### config.mk
export PLATFORM = sky130hd
export DESIGN_NAME = inst_fetch_buf
export DESIGN_NICKNAME = d
export VERILOG_FILES = /design/src/rtl/inst_fetch_buf.sv
export SDC_FILE = /design/constraint.sdc
export NUM_CORES = 1
export LEC_CHECK = 0
export CAP_MARGIN = 5
export CORE_ASPECT_RATIO = 1.25
export CORE_MARGIN = 4
export CORE_UTILIZATION = 51
export CTS_BUF_LIST = sky130_fd_sc_hd__clkbuf_16
export CTS_CLUSTER_SIZE = 10
export DETAILED_ROUTE_END_ITERATION = 8
export PLACE_DENSITY = 0.84
export SLEW_MARGIN = 20
export SYNTH_ARGS = -nofsm -noshare
export SYNTH_HDL_FRONTEND = slang
export SYNTH_SLANG_ARGS = --single-unit
export TNS_END_PERCENT = 20
### constraint.sdc
create_clock -name clk -period 8.5 [get_ports clk]
set_input_delay 1.7 -clock clk [delete_from_list [all_inputs] [get_ports clk]]
set_output_delay 1.7 -clock clk [all_outputs]
set_load 0.01 [all_outputs]
### src/rtl/inst_fetch_buf.sv
// inst_fetch_buf: sequential instruction fetch stage. Issues credit-limited
// fetch requests, buffers in-order responses with their PCs in a small FIFO,
// and on a redirect flushes the FIFO and drops every response still in flight.
module inst_fetch_buf #(
    parameter logic [31:0] RESET_PC = 32'h8000_0000,
    parameter int unsigned DEPTH    = 4
) (
    input  logic        clk,
    input  logic        rest,
    input  logic        redirect_valid,
    input  logic [31:0] redirect_pc,
    output logic        mem_req_valid,
    input  logic        mem_req_ready,
    output logic [31:0] mem_req_addr,
    input  logic        mem_resp_valid,
    input  logic [31:0] mem_resp_data,
    output logic        inst_valid,
    input  logic        inst_ready,
    output logic [31:0] inst,
    output logic [31:0] inst_pc
);
    localparam int unsigned   PW      = $clog2(DEPTH);
    localparam int unsigned   CW      = PW + 1;
    localparam logic [CW-1:0] DEPTH_C = CW'(DEPTH);
    localparam logic [CW-1:0] ONE_C   = CW'(1);
    localparam logic [PW-1:0] PONE_C  = PW'(1);

    logic [31:0]   fetch_pc_q, fetch_pc_d;
    logic [31:0]   resp_pc_q, resp_pc_d;
    logic [CW-1:0] count_q, count_d;
    logic [CW-1:0] outst_q, outst_d;
    logic [CW-1:0] drop_q, drop_d;
    logic [PW-1:0] wr_ptr_q, wr_ptr_d;
    logic [PW-1:0] rd_ptr_q, rd_ptr_d;
    logic [31:0]   data_q [DEPTH];
    logic [31:0]   pc_q   [DEPTH];

    logic [CW:0]   credit_used;
    logic          req_fire;
    logic          push;
    logic          pop;
    logic          drop;
    logic          redirect_pc_unused;

    // Instructions are word aligned; the low redirect bits carry no information.
    assign redirect_pc_unused = ^redirect_pc[1:0];

    assign inst_valid = (count_q != '0);
    assign inst       = data_q[rd_ptr_q];
    assign inst_pc    = pc_q[rd_ptr_q];

    // Request credit check and the handshake events of the current cycle.
    always_comb begin
        credit_used   = {1'b0, count_q} + {1'b0, outst_q};
        mem_req_valid = !rest && !redirect_valid && (credit_used < {1'b0, DEPTH_C});
        mem_req_addr  = fetch_pc_q;
        req_fire      = mem_req_valid && mem_req_ready;
        drop          = mem_resp_valid && (drop_q != '0);
        push          = mem_resp_valid && (drop_q == '0) && !redirect_valid;
        pop           = inst_valid && inst_ready && !redirect_valid;
    end

    // Next-state for PCs, pointers and counters; redirect overrides everything.
    always_comb begin
        fetch_pc_d = fetch_pc_q;
        resp_pc_d  = resp_pc_q;
        count_d    = count_q;
        outst_d    = outst_q;
        drop_d     = drop_q;
        wr_ptr_d   = wr_ptr_q;
        rd_ptr_d   = rd_ptr_q;
        if (redirect_valid) begin
            fetch_pc_d = {redirect_pc[31:2], 2'b00};
            resp_pc_d  = {redirect_pc[31:2], 2'b00};
            count_d    = '0;
            wr_ptr_d   = rd_ptr_q;
            // A response landing now retires one request; the rest become stale.
            if (mem_resp_valid && (outst_q != '0)) begin
                outst_d = outst_q - ONE_C;
            end
            drop_d = outst_d;
        end else begin
            if (req_fire) begin
                fetch_pc_d = fetch_pc_q + 32'd4;
            end
            if (push) begin
                resp_pc_d = resp_pc_q + 32'd4;
                wr_ptr_d  = wr_ptr_q + PONE_C;
            end
            if (pop) begin
                rd_ptr_d = rd_ptr_q + PONE_C;
            end
            if (drop) begin
                drop_d = drop_q - ONE_C;
            end
            if (push && !pop) begin
                count_d = count_q + ONE_C;
            end else if (pop && !push) begin
                count_d = count_q - ONE_C;
            end
            if (req_fire && !mem_resp_valid) begin
                outst_d = outst_q + ONE_C;
            end else if (!req_fire && mem_resp_valid) begin
                outst_d = outst_q - ONE_C;
            end
        end
    end

    // Control state register with synchronous reset.
    always_ff @(posedge clk) begin
        if (rest) begin
            fetch_pc_q <= RESET_PC;
            resp_pc_q  <= RESET_PC;
            count_q    <= '0;
            outst_q    <= '0;
            drop_q     <= '0;
            wr_ptr_q   <= '0;
            rd_ptr_q   <= '0;
        end else begin
            fetch_pc_q <= fetch_pc_d;
            resp_pc_q  <= resp_pc_d;
            count_q    <= count_d;
            outst_q    <= outst_d;
            drop_q     <= drop_d;
            wr_ptr_q   <= wr_ptr_d;
            rd_ptr_q   <= rd_ptr_d;
        end
    end

    // FIFO storage; cleared on reset so the head reads as zero afterwards.
    always_ff @(posedge clk) begin
        if (rest) begin
            for (int i = 0; i < int'(DEPTH); i++) begin
                data_q[i] <= '0;
                pc_q[i]   <= '0;
            end
        end else if (push) begin
            data_q[wr_ptr_q] <= mem_resp_data;
            pc_q[wr_ptr_q]   <= resp_pc_q;
        end
    end

    // A response landing in a full FIFO means the credit accounting is broken.
    always_ff @(posedge clk) begin
        if (!rest && push) begin
            assert (count_q != DEPTH_C) else $error("inst_fetch_buf: push into full FIFO");
        end
    end
endmodule

==> impl_results.md <==
- Status: finished clean
- Slowest CP cell: clkdlybuf4s50_1
- Antenna violations before repair: 0
- Sw frac: 0.2325
- Area of the die: 0.03222 mm2
- Residual DRC: 0
- Register bit total from synthesis: roughly 320
- Layout Nets: 1374
- Worst Path Max Fanout: 15
- Finished Layout Cells: around 1700
- Part of the power in the clock network: 0.390
- First-pass GRT wire length: 56480 um
- CP startpoint kind: input pin
- Critical Setup Path Class: in -> out
- Synth area leaders: edfxtp_1 50%, dfxtp_1 10%, mux4_2 9.3%
- Post-synth EDFFs: around 250
- Final wirelength: 35910 um
- Worst min-delay path class: reg -> reg
- Ys flop type: edfxtp_1
- Commonest cells in the netlist: 248 x edfxtp_1, 135 x and3_1, 127 x and2_1
- Async S/R FF share, synth: 0
- Final ANT Viol Nets: 0
- Core Box Area: 0.02875 mm2
- Crit-path cells: buf_2, inv_1, nand2_1, nor3b_1, clkdlybuf4s50_1
- Total CTS buffers: 38
- Worst skew pair latency: 0.52 ns
- Critical path data arrival time: 3.42 ns
- Average size of a mapped cell: 12.87 um2
- Clock Tree Buf Depth: 3
- Adder-Cell Fraction of Synth Area: 0.009680
- Max Freq: 195.3 MHz
- Layout Skew: 0.01778 ns
- CTS Hold Bufs: 0
- Power Dens Cells: 204.7 mW/mm2
- DP Area: 0.01690 mm2
- P_int: 2824 uW
- Largest area contributor in the netlist: edfxtp_1
- WL per Instance: 21.16 um
- Drt first pass iters: 4
- WHS Path Cells: 2
- Vias in the first global route: 10570
- Synth Area in XOR/XNOR: 0.02278
- Post-CTS sizing: 0
- Drt first-iter violations: slightly below 900
- Slew @ Worst Pin: 0.9930 ns
- CP max stage delay: 0.58 ns
- Synth warn: 0
- Final Power: 3680 uW
- Total gr overflow: 0
- H-tree depth: 2
- Post-CTS Setup Inserts: 0
- Final-report setup violation count: 0
- Clock root buffer: clkbuf_16
- Post-synth top area share: 0.4967
- Lkg Pwr: 0.006750 uW
- Post-synthesis sequential area ratio: 0.5968
- Clock Pin Slew Worst Setup and Hold Paths: about 0.05 ns
- Tmin final: just over 5 ns
- R2r setup slk: 5.54 ns
- R2R depth: 6
- Simple-gate share of the synthesized area: 0.1873
- Area Growth Syn to Fin: 19.91%
- Synth Cell Area: approximately 0.015 mm2
- Kind of cell adding the most delay to the critical path: buffers and inverters
- Largest family of logic cells by synthesized area: simple AND/OR/NAND/NOR gates
- Vias: about 10000
- Clk sinks: 323
- Largest net degree at the start of global routing: 74
- Site Rows: 69
- Slew headroom: 0.3319
- Reg2reg end: mem_req_addr[23]
- Critical Path RT: between 6 and 7 ns
- Post-Synthesis Cells: 1165
- Die width: 161.4 um
- Gate power share: 0.108
- Total global-route track usage: 0.2202
- Post-DP HPWL: 20420 um
- Die Y: 199.7 um
- Synth cell types: 63
- Hold EP: wr_ptr_q[1]
- I/O Buffers: 161
- I/O pins: 168
- Share of cells above drive strength 1: 0.1132
- DP Cell Count: 1643
- Fin. Hold Viols: 0
- HP Start: rd_ptr_q[1]
- Max-slew violations: 0
- Initial Util: 0.5215
- Maximum Capacitance Violations: 0
- Via density: 5.996
- RePlAce Congestion: 0.9003
- Synth Area in Compound Gates: 0.05333
- Critical R2R Launch: count_q[1]
- Sequential Power Share: 0.502
- CTS tree: built
- Fin area: between 0.015 and 0.02 mm2
- Post-route clock period utilization: 0.6025
- WP buf/inv: 3
- Net load switching power: 855.4 uW
- Worst vdd ir: 0.1259 mV
- Most common cell in the netlist: edfxtp_1
- RSZ-0062 raised after global routing: no
- N_diodes: 0
- Mux share of post-synthesis cell area: 0.1008
- Worst setup EP type: primary output
[routing by layer]
| layer | vias up | global-route usage | wire length, um |
|---|---|---|---|
| met5 | - | 0 | 0 |
| met4 | 0 | 0.06353 | 774 |
| met3 | 63 | 0.04436 | 2715 |
| met2 | 434 | 0.3856 | 18300 |
| met1 | 5045 | 0.2801 | 14120 |
| li1 | 4633 | - | - |
[sequential cells by signal, summed over array words and instances, names as in the netlist, named ones only]
name,cells
outst_q,3
pc_q,120
count_q,3
data_q,128
wr_ptr_q,2
mem_req_addr,30
drop_q,3
resp_pc_q,30
rd_ptr_q,2
[through the flow]
stage          worst slack [ns]    util  setup TNS, ns  hold WS, ns
2_1_floorplan           -0.5908       -         -73.26       0.4437
3_3_place_gp              3.367  0.5879              0       0.4670
3_5_place_dp              3.368  0.5879              0       0.4745
4_1_cts                   3.370  0.6254              0       0.4881
5_1_grt                   3.264  0.6254              0       0.5094
6_report                  3.379  0.6254              0       0.4810
[tightest hold or removal path, stage by stage (launching register included)]
cell and delay (ns):
dfxtp_1 0.32, nand2_1 0.06, a21oi_1 0.05
[worst max-delay path by stage]
stage                               from            end  slack [ns]  depth (start not counted)
after floorplan           redirect_valid   data_q[1][0]       -0.59                          3
after global placement              rest  mem_req_valid        3.37                          5
after detailed placement            rest  mem_req_valid        3.37                          5
after CTS                           rest  mem_req_valid        3.37                          5
after global routing                rest  mem_req_valid        3.26                          5
final                               rest  mem_req_valid        3.38                          5
[power by group through the flow]
stage               clock network [uW]  logic [uW]  registers, uW
floorplan                            0         219           1860
global placement                     0         393           1870
detailed placement                   0         398           1880
CTS                               1460         401           1850
global route                      1530         430           1860
finish                            1430         399           1850
[cell usage in the layout (no fill, tap or decap), types with 20 or more instances in the layout]
cell | synthesis | final
and2_1 | 127 | 127
mux4_2 | 62 | 62
clkdlybuf4s50_1 | 0 | 159
nand3_1 | 25 | 25
xor2_1 | 26 | 26
inv_1 | 19 | 29
dfxtp_1 | 75 | 73
a211oi_1 | 20 | 20
clkbuf_16 | 0 | 41
edfxtp_1 | 248 | 248
and3_1 | 135 | 135
a21oi_1 | 32 | 32
nor2_1 | 51 | 48
nand2_1 | 61 | 59
[logic make-up after synthesis]
family	after synthesis
simple gates	486
flops	323
compound gates	122
buf+inv	110
mux	73
xor+xnor	39
fa+ha+maj	11
other cells	1
[final cells by class]
type                       count  area, um2
fill                        2145      10770
sequential                   323       8954
multi-input combinational    735       5675
timing repair buffer         176       1714
clock buffer                  41       1026
tap                          390      488.0
inverter                      19      71.32
clock inverter                13      50.05
No activity file was read; power rests on OpenSTA's default activity.
